$ cat src/rtl/aes_spi_scheduler.sv
// aes_spi_scheduler: round-robin arbiter and sequencer that frames AES requests onto a single SPI main master
// and returns the received 128-bit block to the owning requester.
module aes_spi_scheduler #(
    parameter int TIMEOUT_CYCLES = 4096
) (
    input  logic         clk,
    input  logic         rst,
    input  logic [1:0]   req_valid,
    output logic [1:0]   req_ready,
    input  logic [1:0]   req_op0,
    input  logic [1:0]   req_op1,
    input  logic [255:0] req_data0,
    input  logic [255:0] req_data1,
    output logic         rsp_valid,
    output logic         rsp_id,
    output logic [127:0] rsp_data,
    output logic         rsp_err,
    output logic [257:0] spi_tx,
    output logic         spi_start,
    input  logic         spi_done,
    input  logic [127:0] spi_rx,
    output logic         busy
);
    typedef enum logic [2:0] {IDLE, LOAD, START, WAIT, RESP} state_t;
    state_t r_state, w_next;
    logic         r_last, r_first;
    logic [1:0]   r_op;
    logic [255:0] r_data;
    logic [15:0]  r_cnt;
    logic         w_g, w_acc, w_ill, w_done, w_to;
    logic [1:0]   w_op;
    logic [8:0]   w_s;
    logic [255:0] w_mask;
    logic [257:0] w_frame;
    assign w_g       = req_valid[~r_last] ? ~r_last : r_last;
    assign w_acc     = (r_state == IDLE) && |req_valid;
    assign w_op      = w_g ? req_op1 : req_op0;
    assign w_ill     = w_op == 2'b11;
    assign req_ready = w_acc ? (w_g ? 2'b10 : 2'b01) : 2'b00;
    // the first WAIT cycle still sees the previous transaction's done level
    assign w_done    = (r_state == WAIT) && !r_first && spi_done;
    assign w_to      = (r_state == WAIT) && (32'(r_cnt) + 32'd1 >= 32'(TIMEOUT_CYCLES));
    assign w_s       = r_op == 2'b00 ? 9'd128 : r_op == 2'b01 ? 9'd64 : 9'd0;
    assign w_mask    = r_op == 2'b00 ? {128'b0, {128{1'b1}}} : r_op == 2'b01 ? {64'b0, {192{1'b1}}} : '1;
    // op sits at bit 0 and again at the window start; they overlap for the full-size frame
    assign w_frame   = ({r_data & w_mask, r_op} << w_s) | {256'b0, r_op};
    assign spi_start = r_state == START;
    assign rsp_valid = r_state == RESP;
    assign busy      = r_state != IDLE;
    always_ff @(posedge clk or posedge rst) begin
        if (rst) r_state <= IDLE;
        else     r_state <= w_next;
    end
    always_comb begin
        w_next = r_state;
        case (r_state)
            IDLE:    w_next = w_acc ? (w_ill ? RESP : LOAD) : IDLE;
            LOAD:    w_next = START;
            START:   w_next = WAIT;
            WAIT:    w_next = (w_done || w_to) ? RESP : WAIT;
            RESP:    w_next = IDLE;
            default: w_next = IDLE;
        endcase
    end
    always_ff @(posedge clk or posedge rst) begin
        if (rst) begin
            r_last   <= 1'b1;
            r_first  <= 1'b0;
            r_op     <= '0;
            r_data   <= '0;
            r_cnt    <= '0;
            rsp_id   <= 1'b0;
            rsp_data <= '0;
            rsp_err  <= 1'b0;
            spi_tx   <= '0;
        end else begin
            if (w_acc) begin
                r_last   <= w_g;
                rsp_id   <= w_g;
                r_op     <= w_op;
                r_data   <= w_g ? req_data1 : req_data0;
                rsp_data <= '0;
                rsp_err  <= w_ill;
            end
            if (r_state == LOAD) spi_tx <= w_frame;
            if (r_state == START) begin
                r_cnt   <= '0;
                r_first <= 1'b1;
            end
            if (r_state == WAIT) begin
                r_first <= 1'b0;
                r_cnt   <= &r_cnt ? r_cnt : r_cnt + 16'd1;
                if (w_done || w_to) begin
                    rsp_data <= w_done ? spi_rx : '0;
                    rsp_err  <= !w_done;
                end
            end
        end
    end
endmodule
$ cat config.mk
export PLATFORM = sky130hd
export DESIGN_NAME = aes_spi_scheduler
export DESIGN_NICKNAME = d
export VERILOG_FILES = /design/src/rtl/aes_spi_scheduler.sv
export SDC_FILE = /design/constraint.sdc
export NUM_CORES = 1
export LEC_CHECK = 0
export ABC_AREA = 1
export BUFFER_PORTS_ARGS = -buffer_cell sky130_fd_sc_hd__buf_2
export CAP_MARGIN = 20
export CORE_AREA = 2 2 410 412
export DETAILED_ROUTE_END_ITERATION = 7
export DIE_AREA = 0 0 412 414
export PLACE_DENSITY_LB_ADDON = 0.25
export SYNTH_ARGS = -nofsm -noshare
export SYNTH_HDL_FRONTEND = slang
export SYNTH_SLANG_ARGS = --single-unit
$ cat constraint.sdc
create_clock -name clk -period 26.3 [get_ports clk]
set_clock_uncertainty 0.1 [all_clocks]
set_input_delay 3.945 -clock clk [delete_from_list [all_inputs] [get_ports clk]]
set_output_delay 3.945 -clock clk [all_outputs]
set_load 0.1 [all_outputs]
==> metrics.txt <==
largest cells by area after synthesis dfrtp_1, nand2_1, o21ai_0, o211ai_1, inv_1; Post-Syn Area 30850 um2; worst hold path cell count 2; CTS tree yes; CTS clk-pin slew, worst paths 50 ps; worst setup margin 15940 ps; static leakage 20.78 nW; critical path launch point type input pin; Die Ht 414 um; Cell variety after synth 30; mux contribution to synthesized area 0%; slowest cell delay on critical path 630 ps; Worst R2R End r_data[48]$_DFFE_PP0P_; Yosys top cell area share 54.01%; min-delay src spi_tx[1]$_DFFE_PP0N_; vias in the first global route 29570; Ports 1042; Synth Area in Simple Gates 21.78%; maximum clock frequency 96.53 MHz; asr flop ratio synth 100.0%; Hold Path Class register to register; total CTS buffers 84; worst slew pin tran 1173 ps; Setup WS pre-CTS 15890 ps; Reg2Reg Depth 10; DRT Pass-1 Iters 6; storage element area 16700 um2; CP dominant cell by count buf_2; max_cap viols 0; Worst-Skew Late Latency 680 ps; Die W 412 um; Ys Warns 0; RSZ-0062 raised after global routing false; multi-input logic area 11660 um2; global-route wire length before repair 214300 um; die area 170600 um2; EDFF count, synth 0; H-tree levels 3; Synth Area in XOR/XNOR 0.1987%; CP max-delay cell buf_4; ANT nets after route 0; DR iter-0 viols 2059; internal reg-to-reg setup slack 21370 ps; crit-path max FO 62; Core Region 166300 um2; largest area contributor in the netlist dfrtp_1; final worst path period need 10360 ps; effective utilization at floorplan 18.56%; Worst EP required 22250 ps; crit path cell chain buf_2 > inv_1 > a21oi_4 > buf_4 > nand2_1 > inv_8 > buf_2; post-synthesis compound-gate area fraction 15.54%; area grow syn2layout 32.90%; Synth top cells by count nand2_1, dfrtp_1, o21ai_0; r2r startpoint r_state[1]$_DFF_PP0_; # DRC 0; Vias/cell 4.274; Data arrival, critical path 6310 ps; most numerous cell in the Yosys netlist nand2_1; largest net degree at the start of global routing 187; Avg Cell Area, Syn 8.407 um2; syn_nets 4321; Max Root-Sink Buffers 3; ys flop type dfrtp_1; Syn Inst Count 3670; Peak VDD IR 71.56 uV; num rows 150; fin. max-slew vios 0; WL/cell 21.70 um; gr usage total 17.03%; via count 29420; total wire length 149300 um; sequential area share after synthesis 54.10%; total negative slack 0 ps; CTS Root Cell clkbuf_16; Crit. End Element output port; fin nets 5233; kind of critical path input pin to output port; largest family of logic cells by synthesized area simple AND/OR/NAND/NOR gates; Final HPWL DP 106400 um; routability cong. 0.8821; Fin. Hold Viols 0; Pwr per Cell Area 156.4 nW/um2; Slew headroom 21.80%; Hold EP spi_tx[1]$_DFFE_PP0N_; post_cts resized 0; share of cells above drive strength 1 28.80%; fin crit share 39.39%; Synth Area in Adders 0.08110%; Final setup viols 0; initial antenna violation count 37; grt ovf 0; hold_buf cts 0; number of synthesized register bits 667; CTS Sinks 667; FILL cells 18550; status finished clean; final total power 6.415 mW; number of port buffers 1041; postcts setup bufs 0
-- kinds of logic after synthesis --
| kind of cell | Yosys count |
|---|---|
| buf+inv | 617 |
| flops | 667 |
| compound gates | 796 |
| fa+ha+maj | 2 |
| xor+xnor | 7 |
| simple gates | 1581 |
-- metal layers --
layer	GRT usage, %	up-vias	part of all wire (%)
li1	-	13790	-
met1	21.58	14440	42
met2	28.31	935	48
met3	4.275	230	6.4
met4	5.147	22	3.0
met5	0	-	0.084
-- worst max-delay path by stage --
stage / start / endpoint / slack [ps] / cells after the start
CTS: req_valid[0] / req_ready[1] / 15890 / 7
floorplan: rst / r_cnt[0]$_DFFE_PP0P_ / 3560 / 1
global placement: req_valid[1] / req_ready[0] / 15890 / 7
detailed placement: req_valid[0] / req_ready[1] / 15890 / 7
finish: req_valid[0] / req_ready[1] / 15940 / 7
global route: req_valid[1] / req_ready[1] / 15790 / 7
-- cells in the final DEF, fill, tap and decap left out, types with 4 or more instances in the layout --
cell,instances
nor2_4,4
diode_2,25
o21ai_1,6
clkbuf_1,18
inv_6,4
clkbuf_8,28
o21ai_0,383
nand3_2,94
o22a_1,55
buf_12,4
inv_1,353
o22ai_1,75
nor2_1,26
clkbuf_16,84
nand2_1,1337
xor2_1,7
o211ai_1,203
nand3_1,104
dfrtp_1,665
a21oi_1,73
buf_4,33
clkinv_2,17
buf_2,1041
-- state kept, by name, indices dropped and copies added, names as in the netlist --
register  flops
rsp_err       1
r_op          2
rsp_id        1
r_cnt        16
rsp_data    128
r_data      256
r_state       3
spi_tx      258
r_first       1
r_last        1
-- power breakdown --
group / total, mW / internal (mW) / switching [mW]
sequential: 1.68 / 1.44 / 0.239
clock: 1.21 / 0.705 / 0.502
combinational: 3.53 / 0.670 / 2.85
-- stage by stage --
stage | util [%] | instances | hold slack (ps) | cell area (um2)
2_1_floorplan | - | 3670 | 365.0 | 30850
6_report | 24.66 | 6882 | 376.4 | 41010
3_5_place_dp | 22.89 | 6700 | 365.9 | 38060
4_1_cts | 24.62 | 6857 | 379.8 | 40940
5_1_grt | 24.64 | 6870 | 399.3 | 40980
3_3_place_gp | 22.88 | 6699 | 360.6 | 38050
-- layout make-up --
| cell class | instances | share of cell area [%] |
|---|---|---|
| multi-input cells | 2386 | 28.43 |
| clock inverters | 27 | 0.8086 |
| flip-flops and latches | 667 | 40.72 |
| clock buffers | 130 | 6.231 |
| inverters | 365 | 3.430 |
| well taps | 2204 | 6.725 |
| repair buffers | 1078 | 13.50 |
| diodes | 25 | 0.1526 |
-- critical path: cells and delay by family --
kind,cells,cell delay [ps]
compound gates,1,150
buf+inv,5,1710
simple gates,1,390
(Power assumes the default switching activity.)
